File: config.mk
export PLATFORM = sky130hd
export DESIGN_NAME = capture_ctrl
export DESIGN_NICKNAME = d
export VERILOG_FILES = /design/src/rtl/capture_ctrl.sv
export SDC_FILE = /design/constraint.sdc
export NUM_CORES = 1
export LEC_CHECK = 0
export CELL_PAD_IN_SITES_DETAIL_PLACEMENT = 0
export CELL_PAD_IN_SITES_GLOBAL_PLACEMENT = 1
export CORE_MARGIN = 3
export CORE_UTILIZATION = 43
export DETAILED_ROUTE_END_ITERATION = 16
export PLACE_DENSITY = 0.91
export RECOVER_POWER = 50
export SETUP_SLACK_MARGIN = 0.4
export SYNTH_ARGS = -nofsm -noshare
export SYNTH_HDL_FRONTEND = slang
export SYNTH_SLANG_ARGS = --single-unit
File: constraint.sdc
create_clock -name clk -period 2.5 [get_ports clk]
set_input_delay 0.5 -clock clk [delete_from_list [all_inputs] [get_ports clk]]
set_output_delay 0.5 -clock clk [all_outputs]
set_load 0.02 [all_outputs]
File: src/rtl/capture_ctrl.sv
// capture_ctrl: sequences sample writes into the five RAMqueues.
//
// Generates the shared RAMqueue write address/enable. The block arms once
// enough pre-trigger history is stored, counts post-trigger samples against
// trig_pos, pulses set_capture_done, and then freezes waddr. The address stays
// frozen until the host clears the done bit, so a dump starting at waddr begins
// with the oldest sample.
//
// Optional build macro: AUTO_TRIG_EN. When it is defined, a forced trigger
// fires after AUTO_TRIG_SMPLS armed writes that saw no real trigger.
//
// Ports:
//   clk              system clock
//   rst              asynchronous active-high reset
//   wrt_smpl         one-cycle strobe per decimated sample
//   run_en           capture requested (TrigCfg[4])
//   capture_done     done bit held in cmd_cfg (TrigCfg[5])
//   triggered        trigger level, qualified by armed
//   trig_pos         post-trigger sample count
//   we               RAMqueue write enable (all channels)
//   waddr            RAMqueue write address / dump start address
//   armed            pre-trigger history complete
//   set_capture_done one-cycle pulse to cmd_cfg
//   capturing        high in CAPTURE state
module capture_ctrl #(
    parameter int unsigned ENTRIES         = 384,
    parameter int unsigned LOG2            = 9,
    parameter logic [15:0] AUTO_TRIG_SMPLS = 16'hFFFF
) (
    input  logic            clk,
    input  logic            rst,
    input  logic            wrt_smpl,
    input  logic            run_en,
    input  logic            capture_done,
    input  logic            triggered,
    input  logic [LOG2-1:0] trig_pos,
    output logic            we,
    output logic [LOG2-1:0] waddr,
    output logic            armed,
    output logic            set_capture_done,
    output logic            capturing
);

    localparam logic [1:0] IDLE    = 2'd0;
    localparam logic [1:0] CAPTURE = 2'd1;
    localparam logic [1:0] DONE    = 2'd2;

    // Counters are one bit wider than the address so ENTRIES == 2**LOG2 works.
    localparam logic [LOG2:0]   EntW     = (LOG2+1)'(ENTRIES);
    localparam logic [LOG2:0]   EntM1W   = (LOG2+1)'(ENTRIES - 1);
    localparam logic [LOG2:0]   CntOne   = (LOG2+1)'(1);
    localparam logic [LOG2-1:0] LastAddr = (LOG2)'(ENTRIES - 1);
    localparam logic [LOG2-1:0] AddrOne  = (LOG2)'(1);

    logic [1:0]      state_q, state_d;
    logic [LOG2-1:0] waddr_q, waddr_d;
    logic [LOG2:0]   smpl_cnt_q, smpl_cnt_d;
    logic [LOG2:0]   post_cnt_q, post_cnt_d;
    logic            trig_seen_q, trig_seen_d;
    logic            armed_q, armed_d;
    logic            done_q, done_d;
    logic            capturing_q, capturing_d;

    logic [LOG2:0]   trig_pos_w;
    logic [LOG2:0]   tp;
    logic [LOG2:0]   arm_thresh;
    logic            we_int;
    logic            trig_hit;
    logic            done_hit;
    logic            auto_fire;

    // Effective post-trigger count: at least one sample, and at least one
    // sample of pre-trigger history.
    always_comb begin
        trig_pos_w = {1'b0, trig_pos};
        if (trig_pos_w == '0) begin
            tp = CntOne;
        end else if (trig_pos_w >= EntW) begin
            tp = EntM1W;
        end else begin
            tp = trig_pos_w;
        end
        arm_thresh = EntW - tp;
    end

    assign we_int = (state_q == CAPTURE) && wrt_smpl;

    always_comb begin
        state_d     = state_q;
        waddr_d     = waddr_q;
        smpl_cnt_d  = smpl_cnt_q;
        post_cnt_d  = post_cnt_q;
        trig_seen_d = trig_seen_q;
        armed_d     = armed_q;
        done_d      = 1'b0;
        trig_hit    = 1'b0;
        done_hit    = 1'b0;

        case (state_q)
            IDLE: begin
                // waddr is kept so the ring continues where it stopped.
                if (run_en && !capture_done) begin
                    state_d     = CAPTURE;
                    smpl_cnt_d  = '0;
                    post_cnt_d  = '0;
                    trig_seen_d = 1'b0;
                    armed_d     = 1'b0;
                end
            end
            CAPTURE: begin
                if (we_int) begin
                    waddr_d = (waddr_q == LastAddr) ? '0 : waddr_q + AddrOne;
                    if (smpl_cnt_q != EntW) begin
                        smpl_cnt_d = smpl_cnt_q + CntOne;
                        if (smpl_cnt_q + CntOne == arm_thresh) begin
                            armed_d = 1'b1;
                        end
                    end
                end
                // The triggering write itself is post-trigger sample 1.
                trig_hit = we_int && armed_q && !trig_seen_q && (triggered || auto_fire);
                if (trig_hit) begin
                    trig_seen_d = 1'b1;
                end
                if (we_int && (trig_seen_q || trig_hit)) begin
                    post_cnt_d = post_cnt_q + CntOne;
                    done_hit   = (post_cnt_q + CntOne == tp);
                end
                // An abort wins over a simultaneous completion: no done pulse.
                if (!run_en) begin
                    state_d = IDLE;
                end else if (done_hit) begin
                    state_d = DONE;
                    done_d  = 1'b1;
                end
            end
            DONE: begin
                if (!capture_done) begin
                    state_d = IDLE;
                end
            end
            default: begin
                state_d = IDLE;
            end
        endcase

        if (state_d != CAPTURE) begin
            armed_d = 1'b0;
        end
        capturing_d = (state_d == CAPTURE);
    end

`ifdef AUTO_TRIG_EN
    logic [15:0] auto_cnt_q, auto_cnt_d;

    assign auto_fire = (auto_cnt_q == AUTO_TRIG_SMPLS);

    always_comb begin
        auto_cnt_d = auto_cnt_q;
        if (armed_d && !armed_q) begin
            auto_cnt_d = '0;
        end else if (we_int && armed_q && !trig_seen_q && !auto_fire) begin
            auto_cnt_d = auto_cnt_q + 16'd1;
        end
    end

    always_ff @(posedge clk or posedge rst) begin
        if (rst) begin
            auto_cnt_q <= '0;
        end else begin
            auto_cnt_q <= auto_cnt_d;
        end
    end
`else
    logic unused_auto_smpls;
    assign unused_auto_smpls = ^AUTO_TRIG_SMPLS;
    assign auto_fire         = 1'b0;
`endif

    always_ff @(posedge clk or posedge rst) begin
        if (rst) begin
            state_q     <= IDLE;
            waddr_q     <= '0;
            smpl_cnt_q  <= '0;
            post_cnt_q  <= '0;
            trig_seen_q <= 1'b0;
            armed_q     <= 1'b0;
            done_q      <= 1'b0;
            capturing_q <= 1'b0;
        end else begin
            state_q     <= state_d;
            waddr_q     <= waddr_d;
            smpl_cnt_q  <= smpl_cnt_d;
            post_cnt_q  <= post_cnt_d;
            trig_seen_q <= trig_seen_d;
            armed_q     <= armed_d;
            done_q      <= done_d;
            capturing_q <= capturing_d;
        end
    end

    assign we               = we_int;
    assign waddr            = waddr_q;
    assign armed            = armed_q;
    assign set_capture_done = done_q;
    assign capturing        = capturing_q;

endmodule

==> flow_metrics.tcl, run 1 <==
set metrics [dict create \
    status "completed" \
    place.gp.congestion 0.834 \
    ys.flop_type "dfrtp_1" \
    cts_sinks 35 \
    rows 27 \
    port_buffers 27 \
    antenna_found_initial 0 \
    critPathCapture "armed$_DFFE_PP0P_" \
    fp.dieW_um 83.8 \
    post_drt_wl_per_cell_um 16.2 \
    postLayoutCoreUtil_pct 63.1 \
    synthesis.area_sq_um 2600 \
    clk_path_buf_depth 2 \
    rr_endpoint "smpl_cnt_q[6]$_DFFE_PP0P_" \
    dieArea_sq_um 7020 \
    dr.pass1.iters 4 \
    synth-async-reset-ratio_pct 100 \
    cp_data_arrival_time_ps 2650 \
    synthDistinctLibCells 62 \
    holdWs_ps 504 \
    globalRouteOverflowTotal 0 \
    start_util_pct 45.9 \
    htreeDepth 2 \
    clock.fmax_mhz 411 \
    grt_max_degree 36 \
    clk_latency_ps 290 \
    chipHeight_um 83.8 \
    io_pins 28 \
    p_per_area_nw_per_um2 488 \
    synth_seq_cells 35 \
    ctsHoldBuffers 0 \
    cts_buffers 5 \
    cts_root_buf "clkbuf_8" \
    synth_top_area_cell "dfrtp_1" \
    worst_pin_slew_ps 896 \
    peakVddDrop_v 0.000399 \
    rsz0062_at_grt "yes" \
    maxCapViolCount 0 \
    viasPerCell 5.80 \
    syn2layout_area_growth_pct 37.4 \
    core_sq_um 5680 \
    avgSynthCellArea_sq_um 8.48 \
    grt_pass1_vias 2478 \
    r2r_cells 9 \
    crit_required_ps 2720 \
    grt_pass1_wl_um 11700 \
    power_leakage_nw 1.46 \
    clock_skew_ps 7.13 \
    grtUsageTotal_pct 20.0 \
    power_mw 1.75 \
    yosys-top-cells-area "dfrtp_1 34%, o21ai_0 5.8%, xnor2_1 4.7%" \
    critPathCaptureType "register" \
    worstSetupPathType "in2reg" \
    finalWirelength_um 7070 \
    drtIter0Drc 100 \
    ys_seq_area_share_pct 33.6 \
    crit_path_start_kind "input pin" \
    r2r_start "state_q[1]$_DFF_PP0_" \
    period_share_pct 97.3 \
    critPathMaxStageDelay_ps 400 \
    synth_nets 327 \
    min_period_ps 2430 \
    setup_viol 0 \
    crit_path_top_delay_cell "or3b_4" \
    rrSetupSlack_ps 90 \
    crit_path_start "trig_pos[7]" \
    drc 0 \
    num_vias 2524 \
    finalMaxSlewViolations 0 \
    synth.top_cell.area_share_pct 33.6 \
    path_clk_slew_ps 90 \
    drive_gt1_share_pct 30.3 \
    synthCells 307 \
    nets 382 \
    cp_max_fo 3 \
    synth_warnings 0 \
    synth-edff-count 0 \
    cts_tree "done" \
    insertedDiodeCount 0 \
    hold_violations 0 \
    hold_class "reg2reg" \
    instances_no_fill 435 \
    drtAntennaViolNets 0 \
    slew_headroom_pct 40.3 \
    placed_cells 414 \
    cp_cell_sequence "buf_6 > and2_4 > a311o_1 > inv_2 > ha_4 > or3b_4 > xnor2_2 > or3_1 > a21oi_2 > nand4_1 > a211oi_2" \
    dp_hpwl_um 5000 \
]
cells in the mapped netlist (2+ instances only):
cell / number
a21oi_1: 9
nor4b_1: 2
nand2b_1: 9
nand3b_1: 4
or4_1: 3
clkbuf_1: 8
ha_1: 5
clkbuf_2: 3
nor3_1: 10
nor4_1: 3
o22ai_1: 2
xnor2_1: 14
o211ai_1: 3
nand4_1: 8
a211oi_1: 2
and3_1: 2
o21ai_0: 30
dfrtp_1: 35
o31ai_1: 3
nor3b_1: 2
a31oi_1: 2
o21a_1: 2
inv_1: 11
a21o_1: 6
o21ai_1: 2
or3_1: 6
o41ai_1: 5
mux2i_1: 3
nor2_1: 27
xor2_1: 11
or2_2: 2
nand3_2: 2
buf_2: 5
nand2_1: 26
nand3_1: 13
flip-flops by register name, summed over array words and instances, names as in the netlist:
| register | count |
|---|---|
| set_capture_done | 1 |
| armed | 1 |
| smpl_cnt_q | 10 |
| state_q | 2 |
| waddr | 9 |
| capturing | 1 |
| trig_seen_q | 1 |
| post_cnt_q | 10 |
through the flow:
| step | setup TNS, ps | setup WS (ps) | area [sq um] |
|---|---|---|---|
| 6_report | 0 | 66.7 | 3580 |
| 4_1_cts | 0 | 51.8 | 3330 |
| 5_1_grt | -57.9 | -23.1 | 3580 |
| 3_3_place_gp | -2160 | -500 | 3110 |
| 3_5_place_dp | -2950 | -615 | 3110 |
| 2_1_floorplan | -182 | -182 | 2650 |
where the power goes:
part / leakage, nW / internal [mW] / total [mW] / switching (mW)
Sequential: 0.471 / 0.614 / 0.683 / 0.0688
Combinational: 0.929 / 0.267 / 0.525 / 0.257
Clock: 0.0581 / 0.297 / 0.538 / 0.241
Total: 1.46 / 1.18 / 1.75 / 0.567
metal layers:
metal,vias to the layer above,track usage (%),share of wire (%)
met5,-,0,0
met4,0,6.58,1.1
met3,8,3.46,3.6
met2,48,34.1,51
met1,1238,25.7,45
li1,1230,-,-
cell type report:
type,instances,area (sq um)
fill,482,2100
multi-input combinational,243,1860
sequential,35,882
timing repair buffer,66,592
tap,72,90.1
clock buffer,5,68.8
clock inverter,3,43.8
inverter,11,41.3
worst min path at each step:
stage | slack, ps | endpoint | from | depth (start not counted)
finish | 500 | post_cnt_q[9]$_DFFE_PP0P_ | post_cnt_q[9]$_DFFE_PP0P_ | 1
global route | 530 | waddr[8]$_DFFE_PP0P_ | waddr[8]$_DFFE_PP0P_ | 1
floorplan | 460 | trig_seen_q$_DFFE_PP0P_ | trig_seen_q$_DFFE_PP0P_ | 1
CTS | 510 | waddr[8]$_DFFE_PP0P_ | waddr[8]$_DFFE_PP0P_ | 1
detailed placement | 490 | post_cnt_q[9]$_DFFE_PP0P_ | post_cnt_q[9]$_DFFE_PP0P_ | 1
global placement | 480 | post_cnt_q[9]$_DFFE_PP0P_ | post_cnt_q[9]$_DFFE_PP0P_ | 1
placed cells by master (no fill, tap or decap), types with 3 or more instances in the layout:
| cell type | count |
|---|---|
| a21o_1 | 5 |
| a21oi_1 | 7 |
| buf_4 | 31 |
| buf_6 | 5 |
| clkbuf_8 | 5 |
| clkdlybuf4s50_1 | 15 |
| dfrtp_1 | 30 |
| dfrtp_2 | 5 |
| inv_1 | 8 |
| inv_2 | 3 |
| mux2i_1 | 3 |
| nand2_1 | 26 |
| nand2b_1 | 8 |
| nand3_1 | 10 |
| nand3_2 | 4 |
| nand3b_1 | 4 |
| nand4_1 | 8 |
| nor2_1 | 21 |
| nor2_4 | 4 |
| nor3_1 | 9 |
| nor4_4 | 3 |
| o211ai_1 | 3 |
| o21ai_0 | 14 |
| o21ai_1 | 13 |
| o21ai_2 | 5 |
| o31ai_1 | 3 |
| o41ai_2 | 3 |
| or3_1 | 6 |
| xnor2_1 | 12 |
| xor2_1 | 10 |
kinds of logic (layout without fill, tap and decap cells):
kind of cell	after synthesis	after routing	share of synthesized area, %
flip-flops	35	35	33.6
XOR/XNOR	27	27	10.2
adder cells (fa/ha/maj)	5	5	2.40
AO/OA/AOI/OAI	77	77	19.8
multiplexers	4	4	1.59
buffers and inverters	29	85	4.85
AND/OR/NAND/NOR	130	130	27.5
timing repair:
item,in CTS,in global routing
setup endpoints to repair,25,23
cloned,0,1
resized for setup,58,60
pin swaps,17,21
buffers inserted,6,6
endpoints found under the hold margin,0,0
critical path: cells and delay by family:
kind | cells | cell delay [ps]
buffers and inverters | 2 | 170
AND/OR/NAND/NOR | 4 | 1000
AO/OA/AOI/OAI | 3 | 690
XOR/XNOR | 1 | 160
adder cells (fa/ha/maj) | 1 | 130
Note: power is estimated with default switching activity, not from simulation.
==> inputs of run 2 (changes only) <==
Settings changed: ABC_AREA set to 1, CORE_UTILIZATION 43 to 41, PLACE_DENSITY 0.91 to not set, PLACE_DENSITY_LB_ADDON set to 0.1.
==> run 2 against run 1 <==
Against the previous run:
- via count decreased by 14%
- global-route usage shrank 1.4 points
- count of clock-buffer cells in the layout rose by 2
- largest cell class unchanged
- clock power decreased by 12%
- maximum frequency rose by 22%
- sequential share of layout area is 3.3 points higher
- sequential cell count stayed put
==> flow_metrics.tcl, run 2 <==
set metrics [dict create \
    yosys-top-cells-area "dfrtp_1 36%, nand2_1 10%, inv_1 7.6%" \
    yosysMostFrequentCell "nand2_1" \
    core_sq_um 5610 \
    status "completed" \
    min_period_ps 1990 \
    clock.fmax_mhz 502 \
    synth_top_area_cell "dfrtp_1" \
    hold_class "reg2reg" \
    p_per_area_nw_per_um2 510 \
    synthesis.area_sq_um 2410 \
    dp_hpwl_um 4470 \
    hold_end "post_cnt_q[9]$_DFFE_PP0P_" \
    synth-edff-count 0 \
    path_clk_slew_ps 80 \
    cts_root_buf "clkbuf_8" \
    num_vias 2178 \
    ys_seq_area_share_pct 36.3 \
    r2r_start "post_cnt_q[0]$_DFFE_PP0P_" \
    power_leakage_nw 1.54 \
    ys.flop_type "dfrtp_1" \
    clk_latency_ps 280 \
    place.gp.congestion 0.872 \
    nets 396 \
    io_pins 28 \
    combPwrFrac_pct 29.2 \
    power_frac_seq_pct 41.2 \
    grt_pass1_wl_um 9630 \
    crit_path_start_kind "register" \
    insertedDiodeCount 0 \
    placed_cells 437 \
    clk_path_buf_depth 2 \
    synth_nets 337 \
    setup_viol 0 \
    finalMaxSlewViolations 0 \
    drtAntennaViolNets 0 \
    clock_skew_ps 2.39 \
    rrSetupSlack_ps 570 \
    start_util_pct 43.1 \
    dr.pass1.iters 4 \
    syn2layout_area_growth_pct 30.4 \
    p_int_mw 1.07 \
    post_drt_wl_per_cell_um 12.9 \
    most-common-layout-cells "62 x nand2_1, 49 x inv_1, 33 x dfrtp_1, 29 x nor2_1, 25 x buf_4" \
    r2r_cells 11 \
    holdWs_ps 514 \
    instances_no_fill 449 \
    worst_pin_slew_ps 897 \
    rsz0062_at_grt "no" \
    cts_buffers 5 \
    worstSetupPathType "reg2out" \
    synth-async-reset-ratio_pct 100 \
    cts_tree "done" \
    drtIter0Drc 91 \
    peakVddDrop_v 0.000298 \
    port_buffers 27 \
    grtUsageTotal_pct 18.7 \
    synthDistinctLibCells 36 \
    fillers 566 \
    globalRouteOverflowTotal 0 \
    hold_depth 2 \
    avgSynthCellArea_sq_um 7.62 \
    period_share_pct 79.6 \
    crit_required_ps 2000 \
    clock_power_share_pct 29.6 \
    htreeDepth 2 \
    rr_endpoint "capturing$_DFF_PP0_" \
    swShare_pct 33.6 \
    ys_top_cells_by_count "65 x nand2_1, 49 x inv_1, 35 x dfrtp_1" \
    synth.top_cell.area_share_pct 36.3 \
    switching_power_mw 0.539 \
    critPathCaptureType "primary output" \
    rows 27 \
    finalWirelength_um 5780 \
    viasPerCell 4.85 \
    cp_max_fo 5 \
    grt_max_degree 36 \
    dieArea_sq_um 6850 \
    synth_warnings 0 \
    drc 0 \
    multi_input_area_sq_um 1390 \
    drive_gt1_share_pct 22.3 \
    grt_pass1_vias 2042 \
    chipHeight_um 82.7 \
    hold_violations 0 \
    cts_sinks 35 \
    min_from "post_cnt_q[9]$_DFFE_PP0P_" \
    power_mw 1.60 \
    synth_seq_cells 35 \
    slew_headroom_pct 40.2 \
    regArea_sq_um 878 \
    cp_data_arrival_time_ps 1490 \
    final_common_cell "nand2_1" \
    maxCapViolCount 0 \
    fp.dieW_um 82.7 \
    antenna_found_initial 0 \
    postLayoutCoreUtil_pct 56.1 \
    synthCells 317 \
]
-- run 2: routing by layer --
metal	share of wire [%]	track usage [%]	up-vias
li1	-	-	1141
met1	51	26.7	991
met2	45	29.0	42
met3	3.8	3.47	4
met4	0.99	4.74	0
met5	0	0	-
-- run 2: worst max-delay path by stage --
stage                              start                 to  cells past startpoint
detailed placement           trig_pos[7]  armed$_DFFE_PP0P_                     16
global placement             trig_pos[7]  armed$_DFFE_PP0P_                     16
global route                      run_en  armed$_DFFE_PP0P_                     13
floorplan                    trig_pos[7]  armed$_DFFE_PP0P_                     15
finish              state_q[1]$_DFF_PP0_                 we                      6
CTS                          trig_pos[1]  armed$_DFFE_PP0P_                     20
-- run 2: what timing repair did --
item,CTS,global route
endpoints found under the hold margin,0,0
setup buffers,0,4
hold buffers,0,0
gates resized for setup,5,28
setup endpoints to repair,4,5
pin swaps,0,11
-- run 2: cell type report --
class / count / area share [%]
multi-input cells: 227 / 44.2
flip-flops and latches: 35 / 27.9
repair buffers: 53 / 14.9
inverters: 54 / 6.84
clock buffers: 7 / 3.06
well taps: 72 / 2.86
clock inverters: 1 / 0.238
-- run 2: per-stage QoR --
step	area (sq um)	TNS (ps)	worst slack, ps
2_1_floorplan	2410	0	435
3_3_place_gp	2940	-145	-145
3_5_place_dp	2940	-157	-157
4_1_cts	3050	0	259
5_1_grt	3150	0	361
6_report	3150	0	510
-- run 2: critical path, cell delays in order, from the launching register on --
cell	delay, ps
dfrtp_1	400
inv_1	60
nand2_1	70
inv_1	180
nand2_2	70
inv_1	80
dlygate4sd2_1	330
-- run 2: kinds of logic (layout without fill, tap and decap cells) --
logic type,after synthesis,count (layout),synth area share (%)
DFF,35,35,36.3
xor gates and xnor gates,20,20,7.25
AOI/OAI and AO/OA,41,41,10.0
and+or+nand+nor,161,161,34.9
buffers and inverters,55,115,8.96
adders and majority gates,5,5,2.59
-- run 2: power by group through the flow --
stage | clock [mW] | combinational [mW] | sequential, mW
after global placement | 0 | 0.463 | 0.669
after global routing | 0.517 | 0.528 | 0.669
final | 0.475 | 0.469 | 0.661
after CTS | 0.487 | 0.467 | 0.660
after floorplan | 0 | 0.218 | 0.716
after detailed placement | 0 | 0.465 | 0.672
==> inputs of run 3 (changes only) <==
Settings changed: CORE_UTILIZATION 41 to 37.
Clock period 2.5 ns to 1.8 ns, I/O delays scaled along.
==> run 3 against run 2 <==
Against the previous run:
- the flow now finishes with violations (negative setup slack)
- core utilization up 8.3 points
- count of clock-buffer cells in the layout down 2
- sequential cell count unchanged
- sequential power up 39%
- cell count up 12%
- combinational power up 99%
- via count up 12%
- critical path depth up 5
- worst setup slack worse by 580 ps
- critical endpoint is now state_q[0]$_DFF_PP0_
- largest power group is now combinational logic
==> flow_metrics.tcl, run 3 (synthesized netlist as in run 2, its figures left out) <==
set metrics [dict create \
    drc 0 \
    clk_latency_ps 290 \
    peakVddDrop_v 0.000493 \
    nets 449 \
    insertedDiodeCount 0 \
    path_clk_slew_ps 80 \
    worstSetupPathType "reg2reg" \
    min_period_ps 1870 \
    cts_sinks 35 \
    hold_class "in2reg" \
    grtUsageTotal_pct 19.0 \
    drtAntennaViolNets 0 \
    fillers 543 \
    critPathCaptureType "register" \
    dr.pass1.iters 4 \
    place.gp.congestion 0.863 \
    slew_headroom_pct 39.1 \
    dp_hpwl_um 4650 \
    grt_max_degree 36 \
    viasPerCell 4.84 \
    cp_max_fo 3 \
    hold_violations 0 \
    crit_path_start_kind "register" \
    drive_gt1_share_pct 50.0 \
    start_util_pct 39.4 \
    wl_met1_um 3270 \
    status "finished with violations" \
    maxCapViolCount 0 \
    io_pins 28 \
    finalWirelength_um 6810 \
    port_buffers 27 \
    cts_buffers 5 \
    final_common_cell "buf_4" \
    wl_met3_um 238 \
    place_worst_setup_slack_ps -716 \
    most-common-layout-cells "58 x buf_4, 51 x nand2_1, 37 x inv_1, 31 x dfrtp_1, 23 x nor2_1" \
    htreeDepth 2 \
    dieArea_sq_um 7530 \
    worst_pin_slew_ps 913 \
    chipHeight_um 86.8 \
    setup_viol 4 \
    violations "negative setup slack" \
    rows 28 \
    clock_skew_ps 5.99 \
    clock.fmax_mhz 535 \
    holdWs_ps 467 \
    post_drt_wl_per_cell_um 13.5 \
    period_share_pct 104 \
    critPathMaxStageDelay_ps 380 \
    num_vias 2443 \
    cp_cell_sequence "buf_4 > nand3_4 > nor2_1 > nand2_1 > nor2_2 > nand3_2 > xor2_2 > nor3b_2 > nand3_2 > nand3_4 > nand2_1" \
    topRoutingLayerUsed "met4" \
    globalRouteOverflowTotal 0 \
    crit_path_top_delay_cell "dfrtp_1" \
    fp.dieW_um 86.8 \
    power_leakage_nw 1.90 \
    rsz0062_at_grt "yes" \
    cts_tree "done" \
    finalMaxSlewViolations 0 \
    core_sq_um 6130 \
    p_per_area_nw_per_um2 656 \
    grt_pass1_vias 2372 \
    cts_root_buf "clkbuf_8" \
    syn2layout_area_growth_pct 63.6 \
    crit_required_ps 1990 \
    met2_length_um 3240 \
    cp_data_arrival_time_ps 2060 \
    grt_pass1_wl_um 11200 \
    drtIter0Drc 85 \
    antenna_found_initial 0 \
    clk_path_buf_depth 2 \
    setup_ws_ps -68.6 \
    ctsHoldBuffers 0 \
]
-- run 3: cell types whose count changed in the layout (fill, tap and decap cells not counted), moves of 7 or more --
cell | before | now
nand2_1 | 62 | 51
clkdlybuf4s50_1 | 15 | 1
buf_2 | 0 | 7
o22ai_2 | 0 | 10
o21ai_0 | 15 | 5
buf_6 | 0 | 19
buf_4 | 25 | 58
nand3_1 | 21 | 13
o22ai_1 | 12 | 1
inv_2 | 2 | 10
inv_1 | 49 | 37
nand3_2 | 4 | 11
-- run 3: layout make-up --
cell class | count | area [sq um] | share of cell area [%]
multi-input cells | 227 | 1760 | 44.5
flip-flops and latches | 35 | 881 | 22.3
repair buffers | 106 | 870 | 22.0
inverters | 54 | 235 | 5.95
well taps | 75 | 93.8 | 2.37
clock buffers | 5 | 68.8 | 1.74
clock inverters | 3 | 43.8 | 1.11
-- run 3: report_power, final --
part	internal [mW]	total (mW)	switching (mW)
Sequential	0.861	0.919	0.0580
Clock	0.413	0.740	0.327
Combinational	0.416	0.933	0.517
Total	1.69	2.59	0.902
-- run 3: worst paths after layout --
| check | start | end | slack [ps] | cells after the start |
|---|---|---|---|---|
| max | post_cnt_q[0]$_DFFE_PP0P_ | state_q[0]$_DFF_PP0_ | -70 | 11 |
| min reg2reg | post_cnt_q[9]$_DFFE_PP0P_ | post_cnt_q[9]$_DFFE_PP0P_ | 550 | 2 |
| max in group asynchronous | rst | waddr[5]$_DFFE_PP0P_ | 390 | 3 |
| max reg2reg | post_cnt_q[0]$_DFFE_PP0P_ | state_q[0]$_DFF_PP0_ | -70 | 11 |
| min in group asynchronous | rst | post_cnt_q[7]$_DFFE_PP0P_ | 790 | 3 |
| min | capture_done | state_q[1]$_DFF_PP0_ | 470 | 4 |
-- run 3: metrics by stage --
stage / util, % / instances / cell area [sq um] / TNS, ps / total power [mW]
after floorplan: - / 317 / 2460 / -50.5 / 1.32
after global placement: 51.3 / 462 / 3150 / -2990 / 1.63
after detailed placement: 51.3 / 462 / 3150 / -3260 / 1.64
after CTS: 60.0 / 492 / 3680 / -83.7 / 2.51
after global routing: 64.4 / 505 / 3950 / -812 / 2.74
final: 64.4 / 505 / 3950 / -182 / 2.59
-- run 3: routing by layer --
metal / GRT usage [%] / vias to the layer above
met5: 0 / -
met4: 5.38 / 0
met3: 3.33 / 5
met2: 29.7 / 33
met1: 26.8 / 1163
li1: - / 1242
-- run 3: what timing repair did --
item / CTS / global route
pin swaps: 40 / 36
gates cloned: 1 / 0
buffers inserted: 21 / 13
resized for setup: 138 / 55
endpoints found under the setup margin: 42 / 43
-- run 3: critical path: cells and delay by family, from the launching register on --
kind / cells / cell delay (ps)
buf+inv: 1 / 130
xor+xnor: 1 / 180
flops: 1 / 380
simple gates: 9 / 1060
